File: src/rtl/watch_pkg.sv
// watch_pkg: shared types and constants for the watch_core clock block.
// Holds the FSM state encoding, active-low seven-segment digit codes
// (bit0=a .. bit6=g, bit7=dp, dp always off) and a BCD increment helper.
package watch_pkg;

    typedef enum logic [1:0] {
        ST_RUN   = 2'd0,
        ST_SET_H = 2'd1,
        ST_SET_M = 2'd2
    } state_t;

    localparam logic [7:0] SEG_0     = 8'hC0;
    localparam logic [7:0] SEG_1     = 8'hF9;
    localparam logic [7:0] SEG_2     = 8'hA4;
    localparam logic [7:0] SEG_3     = 8'hB0;
    localparam logic [7:0] SEG_4     = 8'h99;
    localparam logic [7:0] SEG_5     = 8'h92;
    localparam logic [7:0] SEG_6     = 8'h82;
    localparam logic [7:0] SEG_7     = 8'hF8;
    localparam logic [7:0] SEG_8     = 8'h80;
    localparam logic [7:0] SEG_9     = 8'h90;
    localparam logic [7:0] SEG_DASH  = 8'hBF;
    localparam logic [7:0] SEG_BLANK = 8'hFF;

    // Display image for 00:00:00, byte 0 in bits 7:0.
    localparam logic [63:0] SEG_RESET = 64'hC0C0BFC0C0BFC0C0;

    // Two-digit BCD increment that wraps to 00 once max_v is reached.
    function automatic logic [7:0] bcd_inc_wrap(input logic [7:0] v, input logic [7:0] max_v);
        logic [7:0] r;
        if (v == max_v) begin
            r = 8'h00;
        end else if (v[3:0] == 4'd9) begin
            r = {v[7:4] + 4'd1, 4'd0};
        end else begin
            r = {v[7:4], v[3:0] + 4'd1};
        end
        return r;
    endfunction

endpackage

File: src/rtl/seg7_encode.sv
// seg7_encode: combinational BCD digit to active-low segment pattern.
// Codes outside 0-9 render blank.
module seg7_encode
    import watch_pkg::*;
(
    input  logic [3:0] bcd_i,
    output logic [7:0] seg_o
);

    // Look up the segment pattern for one BCD digit.
    always_comb begin
        case (bcd_i)
            4'd0:    seg_o = SEG_0;
            4'd1:    seg_o = SEG_1;
            4'd2:    seg_o = SEG_2;
            4'd3:    seg_o = SEG_3;
            4'd4:    seg_o = SEG_4;
            4'd5:    seg_o = SEG_5;
            4'd6:    seg_o = SEG_6;
            4'd7:    seg_o = SEG_7;
            4'd8:    seg_o = SEG_8;
            4'd9:    seg_o = SEG_9;
            default: seg_o = SEG_BLANK;
        endcase
    end

endmodule

File: src/rtl/watch_core.sv
// watch_core: 24-hour BCD clock with RUN / SET_H / SET_M modes and a
// registered eight-digit segment image (HH-MM-SS) plus change pulse.
// Optional macro WATCH_CORE_BLINK_EN blinks the field being set.
module watch_core
    import watch_pkg::*;
#(
    parameter int TICK_DIV = 50000000
) (
    input  logic        clk,
    input  logic        reset,
    input  logic        btn_mode,
    input  logic        btn_inc,
    output logic [63:0] seg_word,
    output logic        seg_valid,
    output logic [1:0]  mode
);

    localparam int            PW         = $clog2(TICK_DIV);
    localparam logic [PW-1:0] PRESC_LAST = PW'(TICK_DIV - 1);

    state_t        state_q;
    logic          mode_prev_q, inc_prev_q;
    logic [PW-1:0] presc_q, presc_d;
    logic [7:0]    hr_q, hr_d, min_q, min_d, sec_q, sec_d;
    logic [63:0]   seg_q, seg_d;
    logic          seg_valid_q;
    logic          mode_press_s, inc_press_s, tick_s;
    logic          blank_h_s, blank_m_s;
    logic [7:0]    hr_t_s, hr_u_s, min_t_s, min_u_s, sec_t_s, sec_u_s;

    // A mode press in the same cycle swallows any increment press.
    assign mode_press_s = btn_mode & ~mode_prev_q;
    assign inc_press_s  = btn_inc & ~inc_prev_q & ~mode_press_s;
    assign tick_s       = (presc_q == PRESC_LAST);

    // Mode FSM: each mode press advances RUN -> SET_H -> SET_M -> RUN.
    always_ff @(posedge clk) begin
        if (reset) begin
            state_q <= ST_RUN;
        end else if (mode_press_s) begin
            case (state_q)
                ST_RUN:   state_q <= ST_SET_H;
                ST_SET_H: state_q <= ST_SET_M;
                ST_SET_M: state_q <= ST_RUN;
                default:  state_q <= ST_RUN;
            endcase
        end else begin
            state_q <= state_q;
        end
    end

    // Next time/prescaler: ticks only count in RUN, set states edit one field.
    always_comb begin
        presc_d = tick_s ? {PW{1'b0}} : presc_q + PW'(1);
        hr_d    = hr_q;
        min_d   = min_q;
        sec_d   = sec_q;
        case (state_q)
            ST_RUN: begin
                if (tick_s) begin
                    sec_d = bcd_inc_wrap(sec_q, 8'h59);
                    if (sec_q == 8'h59) begin
                        min_d = bcd_inc_wrap(min_q, 8'h59);
                        if (min_q == 8'h59) begin
                            hr_d = bcd_inc_wrap(hr_q, 8'h23);
                        end else begin
                            hr_d = hr_q;
                        end
                    end else begin
                        min_d = min_q;
                    end
                end else begin
                    sec_d = sec_q;
                end
            end
            ST_SET_H: begin
                if (inc_press_s) begin
                    hr_d = bcd_inc_wrap(hr_q, 8'h23);
                end else begin
                    hr_d = hr_q;
                end
            end
            ST_SET_M: begin
                // Leaving SET_M restarts the running second from zero.
                if (mode_press_s) begin
                    sec_d   = 8'h00;
                    presc_d = {PW{1'b0}};
                end else if (inc_press_s) begin
                    min_d = bcd_inc_wrap(min_q, 8'h59);
                end else begin
                    min_d = min_q;
                end
            end
            default: begin
                hr_d  = hr_q;
                min_d = min_q;
                sec_d = sec_q;
            end
        endcase
    end

    // Time, prescaler and button edge registers.
    always_ff @(posedge clk) begin
        if (reset) begin
            presc_q     <= {PW{1'b0}};
            hr_q        <= 8'h00;
            min_q       <= 8'h00;
            sec_q       <= 8'h00;
            mode_prev_q <= 1'b0;
            inc_prev_q  <= 1'b0;
        end else begin
            presc_q     <= presc_d;
            hr_q        <= hr_d;
            min_q       <= min_d;
            sec_q       <= sec_d;
            mode_prev_q <= btn_mode;
            inc_prev_q  <= btn_inc;
        end
    end

`ifdef WATCH_CORE_BLINK_EN
    localparam int            HALF      = (TICK_DIV / 2 > 1) ? TICK_DIV / 2 : 1;
    localparam int            BW        = (HALF > 1) ? $clog2(HALF) : 1;
    localparam logic [BW-1:0] HALF_LAST = BW'(HALF - 1);

    logic [BW-1:0] blink_cnt_q;
    logic          blink_ph_q;
    logic          enter_set_s;

    assign enter_set_s = mode_press_s & (state_q != ST_SET_M);

    // Blink phase toggles every TICK_DIV/2 cycles, restarting on entry to a set state.
    always_ff @(posedge clk) begin
        if (reset || enter_set_s) begin
            blink_cnt_q <= {BW{1'b0}};
            blink_ph_q  <= 1'b0;
        end else if (blink_cnt_q == HALF_LAST) begin
            blink_cnt_q <= {BW{1'b0}};
            blink_ph_q  <= ~blink_ph_q;
        end else begin
            blink_cnt_q <= blink_cnt_q + BW'(1);
            blink_ph_q  <= blink_ph_q;
        end
    end

    assign blank_h_s = blink_ph_q & (state_q == ST_SET_H);
    assign blank_m_s = blink_ph_q & (state_q == ST_SET_M);
`else
    assign blank_h_s = 1'b0;
    assign blank_m_s = 1'b0;
`endif

    seg7_encode u_hr_t  (.bcd_i(hr_q[7:4]),  .seg_o(hr_t_s));
    seg7_encode u_hr_u  (.bcd_i(hr_q[3:0]),  .seg_o(hr_u_s));
    seg7_encode u_min_t (.bcd_i(min_q[7:4]), .seg_o(min_t_s));
    seg7_encode u_min_u (.bcd_i(min_q[3:0]), .seg_o(min_u_s));
    seg7_encode u_sec_t (.bcd_i(sec_q[7:4]), .seg_o(sec_t_s));
    seg7_encode u_sec_u (.bcd_i(sec_q[3:0]), .seg_o(sec_u_s));

    // Assemble the display image; byte 0 is the leftmost digit.
    always_comb begin
        seg_d = {sec_u_s, sec_t_s, SEG_DASH,
                 blank_m_s ? SEG_BLANK : min_u_s,
                 blank_m_s ? SEG_BLANK : min_t_s,
                 SEG_DASH,
                 blank_h_s ? SEG_BLANK : hr_u_s,
                 blank_h_s ? SEG_BLANK : hr_t_s};
    end

    // Register the image and flag cycles where it changes.
    always_ff @(posedge clk) begin
        if (reset) begin
            seg_q       <= SEG_RESET;
            seg_valid_q <= 1'b0;
        end else begin
            seg_q       <= seg_d;
            seg_valid_q <= (seg_d != seg_q);
        end
    end

    assign seg_word  = seg_q;
    assign seg_valid = seg_valid_q;
    assign mode      = state_q;

endmodule

File: config.mk
export PLATFORM = sky130hd
export DESIGN_NAME = watch_core
export DESIGN_NICKNAME = d
export VERILOG_FILES = /design/src/rtl/watch_pkg.sv /design/src/rtl/seg7_encode.sv /design/src/rtl/watch_core.sv
export SDC_FILE = /design/constraint.sdc
export NUM_CORES = 1
export LEC_CHECK = 0
export ABC_CLOCK_PERIOD_IN_PS = 3600
export BUFFER_PORTS_ARGS = -buffer_cell sky130_fd_sc_hd__buf_2
export CAP_MARGIN = 40
export CORE_AREA = 2 2 117 119
export CTS_CLUSTER_SIZE = 28
export DETAILED_ROUTE_END_ITERATION = 16
export DIE_AREA = 0 0 119 121
export MAX_ROUTING_LAYER = met4
export PLACE_DENSITY_LB_ADDON = 0.2
export SYNTH_ARGS = -nofsm -noshare
export SYNTH_HDL_FRONTEND = slang
export SYNTH_SLANG_ARGS = --single-unit
File: constraint.sdc
create_clock -name clk -period 3.6 [get_ports clk]
set_clock_uncertainty 0.05 [all_clocks]
set_input_delay 0 -clock clk [delete_from_list [all_inputs] [get_ports clk]]
set_output_delay 0 -clock clk [all_outputs]
set_load 0.005 [all_outputs]
==> results.py, run 1 <==
metrics = {
    "outcome": {
        "outcome": "complete, no violations",
    },
    "floorplan": {
        "dieArea_um2": 14400,
        "coreArea_um2": 13100,
        "die_x_um": 119,
        "die_y_um": 121,
        "rows": 42,
        "initial_core_util_pct": 53.4,
        "io_pins": 71,
    },
    "synth": {
        "yosysWarnings": 0,
        "ys_seq_area_share_pct": 39.9,
        "synth_top_family_by_area": "simple AND/OR/NAND/NOR gates",
        "ys_ff_latch": 139,
        "synth_compound_area_share_pct": 9.91,
        "ys_top_cells_by_count": "dfxtp_1, nor2_1, xor2_1",
        "synth_ff_type": "dfxtp_1",
        "yosys.area.top_type_share_pct": 39.9,
        "synthArstFlopShare_pct": 0,
        "synth_area_leaders": "dfxtp_1, ha_1, xor2_1, nor2b_1, nor2_1",
        "synth.area.mux_share_pct": 4.28,
        "synth_edf_count": 0,
        "synth_adder_area_share_pct": 7.71,
        "synth_cell_types": 81,
        "yosys.area.top_type": "dfxtp_1",
        "synth_xor_area_share_pct": 8.53,
        "synth.most_common_cell": "dfxtp_1",
        "postSynthCellCount": 749,
        "netlist_area_um2": 6980,
        "synth-simple-area-share_pct": 23.4,
        "synth_area_per_cell_um2": 9.32,
    },
    "timing": {
        "whs_ns": 0.0982,
        "setup_viol": 0,
        "report.final.slew_viol_count": 0,
        "period_share_pct": 85.4,
        "worst_slew_pin_slew_ns": 0.762,
        "setup_slack_ns": 0.526,
        "tns_ns": 0,
        "post-route-min-period_ns": 3.07,
        "hold_viol_final": 0,
        "rsz0062_at_grt": "false",
        "fmax_ghz": 0.325,
        "maxSlewHeadroom_pct": 49.2,
    },
    "cts": {
        "holdBufCountCts": 2,
        "cts_buffer_depth": 2,
        "cts_resized": 0,
        "cts_buffers": 17,
        "post-cts-setup-buffers": 0,
        "clock_latency_ns": 0.42,
        "htreeDepth": 4,
        "cts.sinks": 139,
        "clock-root-buffer": "clkbuf_16",
        "clkTransAtPathRegs_ns": 0.06,
        "cts_tree": "yes",
    },
    "worst_setup_path": {
        "endpoint": "u_hr_t.seg_o[3]$_DFF_P_",
        "path_class": "register to register",
        "required_ns": 3.83,
        "worst-path-max-fanout": 9,
        "cp_cell_sequence": "ha_1 > and3_1 > nand3_2 > or4_4 > a21oi_1 > o2bb2ai_2 > ha_1 > a21oi_1 > o21bai_1 > a21oi_1",
        "r2r_start": "presc_q[0]$_SDFF_PP0_",
        "startpoint": "presc_q[0]$_SDFF_PP0_",
        "critPathLaunchType": "register",
        "crit_slowest_cell": "or4_4",
        "endpoint_kind": "register",
        "ff2ff_setup_slack_ns": 0.53,
        "slowest_delay_ns": 0.61,
        "arrival_ns": 3.31,
        "r2r_end": "u_hr_t.seg_o[3]$_DFF_P_",
        "cpMostUsedCell": "a21oi_1",
        "r2r_cells": 10,
    },
    "detailed_routing": {
        "wirelength_um": 14300,
        "vias": 5251,
        "wire_per_inst_um": 14.5,
        "drt-pass1-iter-count": 5,
        "drc": 0,
        "ant_nets": 0,
        "drt-initial-drc-count": 242,
        "vias_per_cell": 5.32,
    },
    "placement": {
        "dp_slack_ns": 0.525,
        "place_congestion": 0.955,
        "hpwl_um": 10800,
        "dpl-instance-area_um2": 7250,
        "port_buffers": 48,
    },
    "cells_and_area": {
        "fillers": 1118,
        "insertedDiodeCount": 0,
        "nets": 845,
        "drive_above_1_share_pct": 16.3,
        "area_growth_pct": 13.2,
        "design_area_um2": 7900,
        "utilization_pct": 60.4,
    },
    "power_and_ir_drop": {
        "internal_power_w": 0.00274,
        "switching_share_pct": 22.2,
        "p_comb_share_pct": 3.1,
        "pwr-share-clk_pct": 52.3,
        "p_switching_w": 0.000783,
        "p_leak_nw": 3.52,
        "powerDensity_nw_per_um2": 446,
        "vdd_ir_drop_max_uv": 218,
        "p_seq_share_pct": 44.6,
    },
    "global_routing": {
        "grt_pass1_vias": 5096,
        "grt_pass1_wl_um": 23900,
        "gr-total-overflow": 0,
        "grt_max_degree": 42,
        "grt_usage_pct": 21.4,
        "antenna_found_initial": 0,
    },
    "flow_run": {
        "maxCapViolations": 0,
    },
    "hold_path": {
        "hold_path_class": "input port to register",
    },
}
[state kept, by name, summed over array words and instances, names as in the netlist]
signal and flops:
hr_q 8, u_sec_t.seg_o 7, u_sec_u.seg_o 7, mode_prev_q 1
u_min_t.seg_o 7, u_hr_t.seg_o 7, seg_word 42, seg_valid 1
min_q 8, sec_q 8, u_hr_u.seg_o 7, presc_q 26
mode 2, u_min_u.seg_o 7, inc_prev_q 1
[power by group through the flow]
stage          Clock, W  Combinational (W)  Sequential, W
2_1_floorplan         0          0.0000984        0.00160
3_3_place_gp          0           0.000105        0.00160
3_5_place_dp          0           0.000108        0.00160
4_1_cts         0.00188           0.000110        0.00157
5_1_grt         0.00194           0.000123        0.00157
6_report        0.00184           0.000109        0.00157
[critical path: cells and delay by family, from the launching register on]
kind	cells	cell delay, ns
AND/OR/NAND/NOR	3	1.09
AO/OA/AOI/OAI	5	0.97
adder cells (fa/ha/maj)	2	0.48
flip-flops	1	0.37
[worst min path at each step]
| stage | from | endpoint | slack [ns] | cells past startpoint |
|---|---|---|---|---|
| 2_1_floorplan | btn_inc | inc_prev_q$_SDFF_PP0_ | 0.08 | 1 |
| 3_3_place_gp | btn_inc | inc_prev_q$_SDFF_PP0_ | 0.18 | 2 |
| 3_5_place_dp | btn_inc | inc_prev_q$_SDFF_PP0_ | 0.20 | 2 |
| 4_1_cts | reset | min_q[0]$_SDFFE_PP0N_ | 0.08 | 2 |
| 5_1_grt | reset | seg_word[58]$_SDFF_PP0_ | 0.13 | 2 |
| 6_report | reset | min_q[0]$_SDFFE_PP0N_ | 0.1 | 2 |
[kinds of logic after synthesis]
logic type,after synthesis
other cells,2
simple gates,293
fa+ha+maj,43
flops,139
compound gates,99
mux,26
xor+xnor,68
buf+inv,79
[stage by stage]
step / std cells / total power [W]
after floorplan: 769 / 0.00170
after global placement: 952 / 0.00171
after detailed placement: 953 / 0.00171
after CTS: 987 / 0.00356
after global routing: 987 / 0.00363
final: 987 / 0.00352
[cells in the final DEF (no fill, tap or decap), drive strengths merged, types with 4 or more instances in the layout]
| cell type | n |
|---|---|
| o21ai | 18 |
| or4 | 5 |
| o31ai | 4 |
| a2bb2oi | 6 |
| and3b | 5 |
| or3 | 6 |
| dfxtp | 139 |
| nor2 | 65 |
| o21bai | 4 |
| nor4b | 4 |
| and3 | 8 |
| buf | 52 |
| and4 | 4 |
| xor2 | 52 |
| mux2i | 17 |
| or2 | 11 |
| clkbuf | 19 |
| nand2b | 8 |
| nor4 | 14 |
| nand3b | 5 |
| nor3b | 6 |
| a21oi | 29 |
| nand2 | 41 |
| nor2b | 44 |
| nor3 | 20 |
| a31oi | 9 |
| and2 | 7 |
| ha | 43 |
| mux2 | 9 |
| inv | 40 |
| nand3 | 27 |
| nand4 | 8 |
| conb | 22 |
| xnor2 | 16 |
[routing by layer]
| metal | share of wire, % | global-route usage (%) | vias to the layer above |
|---|---|---|---|
| met4 | 2.3 | 8.85 | 0 |
| met5 | 0 | - | - |
| met1 | 45 | 24.4 | 2488 |
| li1 | - | - | 2643 |
| met3 | 2.8 | 3.76 | 26 |
| met2 | 50 | 37.4 | 94 |
[area by class of cell]
class	count	area [um^2]	area share [%]
clock buffer	19	453	5.73
clock inverter	13	178	2.25
inverter	35	133	1.68
multi-input combinational	551	3840	48.6
sequential	139	2780	35.2
tap	176	220	2.79
timing repair buffer	54	294	3.72
(Power assumes the default switching activity.)
==> inputs of run 2 (changes only) <==
--- a/config.mk
+++ b/config.mk
@@ -14,6 +14,7 @@
 export DIE_AREA = 0 0 119 121
 export MAX_ROUTING_LAYER = met4
 export PLACE_DENSITY_LB_ADDON = 0.2
+export REMOVE_ABC_BUFFERS = 1
 export SYNTH_ARGS = -nofsm -noshare
 export SYNTH_HDL_FRONTEND = slang
 export SYNTH_SLANG_ARGS = --single-unit
==> results.py, run 2 (same netlist as run 1, synthesis figures left out) <==
metrics = {
    "detailed_routing": {
        "wire_per_inst_um": 14.4,
        "vias": 5280,
        "ant_nets": 0,
        "drc": 0,
        "vias_per_cell": 5.33,
        "wirelength_um": 14300,
        "drt-initial-drc-count": 318,
        "drt-pass1-iter-count": 5,
    },
    "floorplan": {
        "initial_core_util_pct": 53.4,
        "die_y_um": 121,
        "coreArea_um2": 13100,
        "rows": 42,
        "die_x_um": 119,
        "dieArea_um2": 14400,
        "io_pins": 71,
    },
    "cts": {
        "clock_latency_ns": 0.43,
        "cts_buffer_depth": 2,
        "clock-root-buffer": "clkbuf_16",
        "cts.sinks": 139,
        "cts_tree": "yes",
        "clkTransAtPathRegs_ns": 0.06,
        "cts_buffers": 17,
        "htreeDepth": 4,
        "post-cts-setup-buffers": 0,
    },
    "global_routing": {
        "gr-total-overflow": 0,
        "grt_max_degree": 49,
        "grt_pass1_vias": 4954,
        "grt_usage_pct": 21.2,
        "grt_pass1_wl_um": 23700,
        "antenna_found_initial": 0,
    },
    "worst_setup_path": {
        "r2r_start": "presc_q[0]$_SDFF_PP0_",
        "worst-path-max-fanout": 9,
        "r2r_end": "u_hr_t.seg_o[3]$_DFF_P_",
        "required_ns": 3.83,
        "path_class": "register to register",
        "r2r_cells": 10,
        "critPathLaunchType": "register",
        "endpoint": "u_hr_t.seg_o[3]$_DFF_P_",
        "endpoint_kind": "register",
        "startpoint": "presc_q[0]$_SDFF_PP0_",
        "ff2ff_setup_slack_ns": 0.44,
        "arrival_ns": 3.40,
    },
    "timing": {
        "tns_ns": 0,
        "setup_slack_ns": 0.436,
        "report.final.slew_viol_count": 0,
        "maxSlewHeadroom_pct": 50.6,
        "post-route-min-period_ns": 3.16,
        "worst_slew_pin_slew_ns": 0.735,
        "rsz0062_at_grt": "false",
        "fmax_ghz": 0.316,
        "period_share_pct": 87.9,
        "hold_viol_final": 0,
        "setup_viol": 0,
    },
    "outcome": {
        "outcome": "complete, no violations",
    },
    "cells_and_area": {
        "layout_commonest_cell": "dfxtp_1",
        "area_growth_pct": 13.5,
        "layout_common_cells": "dfxtp_1, nor2_1, xor2_1",
        "nets": 848,
        "insertedDiodeCount": 0,
        "largest_reg_flops": 42,
        "drive_above_1_share_pct": 16.2,
        "finalNonFillerCells": 990,
    },
    "placement": {
        "place_congestion": 0.911,
        "hpwl_um": 10600,
        "dp_slack_ns": 0.479,
        "port_buffers": 48,
        "dpl.cell_count": 953,
    },
    "power_and_ir_drop": {
        "total_power_w": 0.00347,
        "powerDensity_nw_per_um2": 438,
        "p_leak_nw": 3.53,
        "vdd_ir_drop_max_uv": 283,
    },
    "hold_path": {
        "holdPathStages": 1,
        "hold_path_class": "register to register",
    },
    "flow_run": {
        "maxCapViolations": 0,
    },
}
==> run 2: through the flow <==
stage	util (%)	hold slack [ns]	cell area, um^2
after floorplan	-	0.0191	6760
after CTS	60.6	0.406	7930
after detailed placement	55.5	0.193	7270
after global routing	60.6	0.434	7930
final	60.6	0.412	7930
after global placement	55.3	0.185	7230
==> run 2: routing by layer <==
layer	share of wire (%)	GRT usage [%]
met1	47	26.6
met2	47	34.3
met3	4.3	4.84
met4	1.1	6.55
met5	0	-
==> run 2: area by class of cell <==
| class | count | area, um^2 |
|---|---|---|
| multi-input combinational | 551 | 3840 |
| clock buffer | 19 | 453 |
| sequential | 139 | 2780 |
| tap | 176 | 220 |
| clock inverter | 13 | 154 |
| inverter | 35 | 133 |
| fill | 1127 | 5160 |
| timing repair buffer | 57 | 340 |
==> run 2: worst min-delay path by stage <==
stage / startpoint / endpoint / slack (ns)
after floorplan: reset / mode[0]$_SDFFE_PP0P_ / 0.02
after global placement: btn_inc / inc_prev_q$_SDFF_PP0_ / 0.18
after detailed placement: btn_inc / inc_prev_q$_SDFF_PP0_ / 0.19
after CTS: btn_mode / mode[1]$_SDFFE_PP0P_ / 0.41
after global routing: u_min_u.seg_o[1]$_DFF_P_ / seg_word[33]$_SDFF_PP0_ / 0.43
final: u_hr_t.seg_o[6]$_DFF_P_ / seg_word[6]$_SDFF_PP1_ / 0.41
==> run 2: timing repair <==
action | 4_1_cts | 5_1_grt
gates resized for setup | 0 | 0
hold buffers | 5 | 0
endpoints found under the hold margin | 14 | 0
==> run 2: where the power goes <==
group / internal, W / switching [W]
logic: 0.0000448 / 0.0000704
clock network: 0.00107 / 0.000710
registers: 0.00156 / 0.0000160
==> run 2: critical path: stages, from the launching register on <==
cell      delay [ns]
dfxtp_1         0.38
ha_1            0.20
and3_1          0.28
nand3_2         0.22
or4_4           0.62
a21oi_1         0.35
o221ai_2        0.22
ha_1            0.31
a21oi_1         0.17
o21bai_1        0.14
a21oi_1         0.09
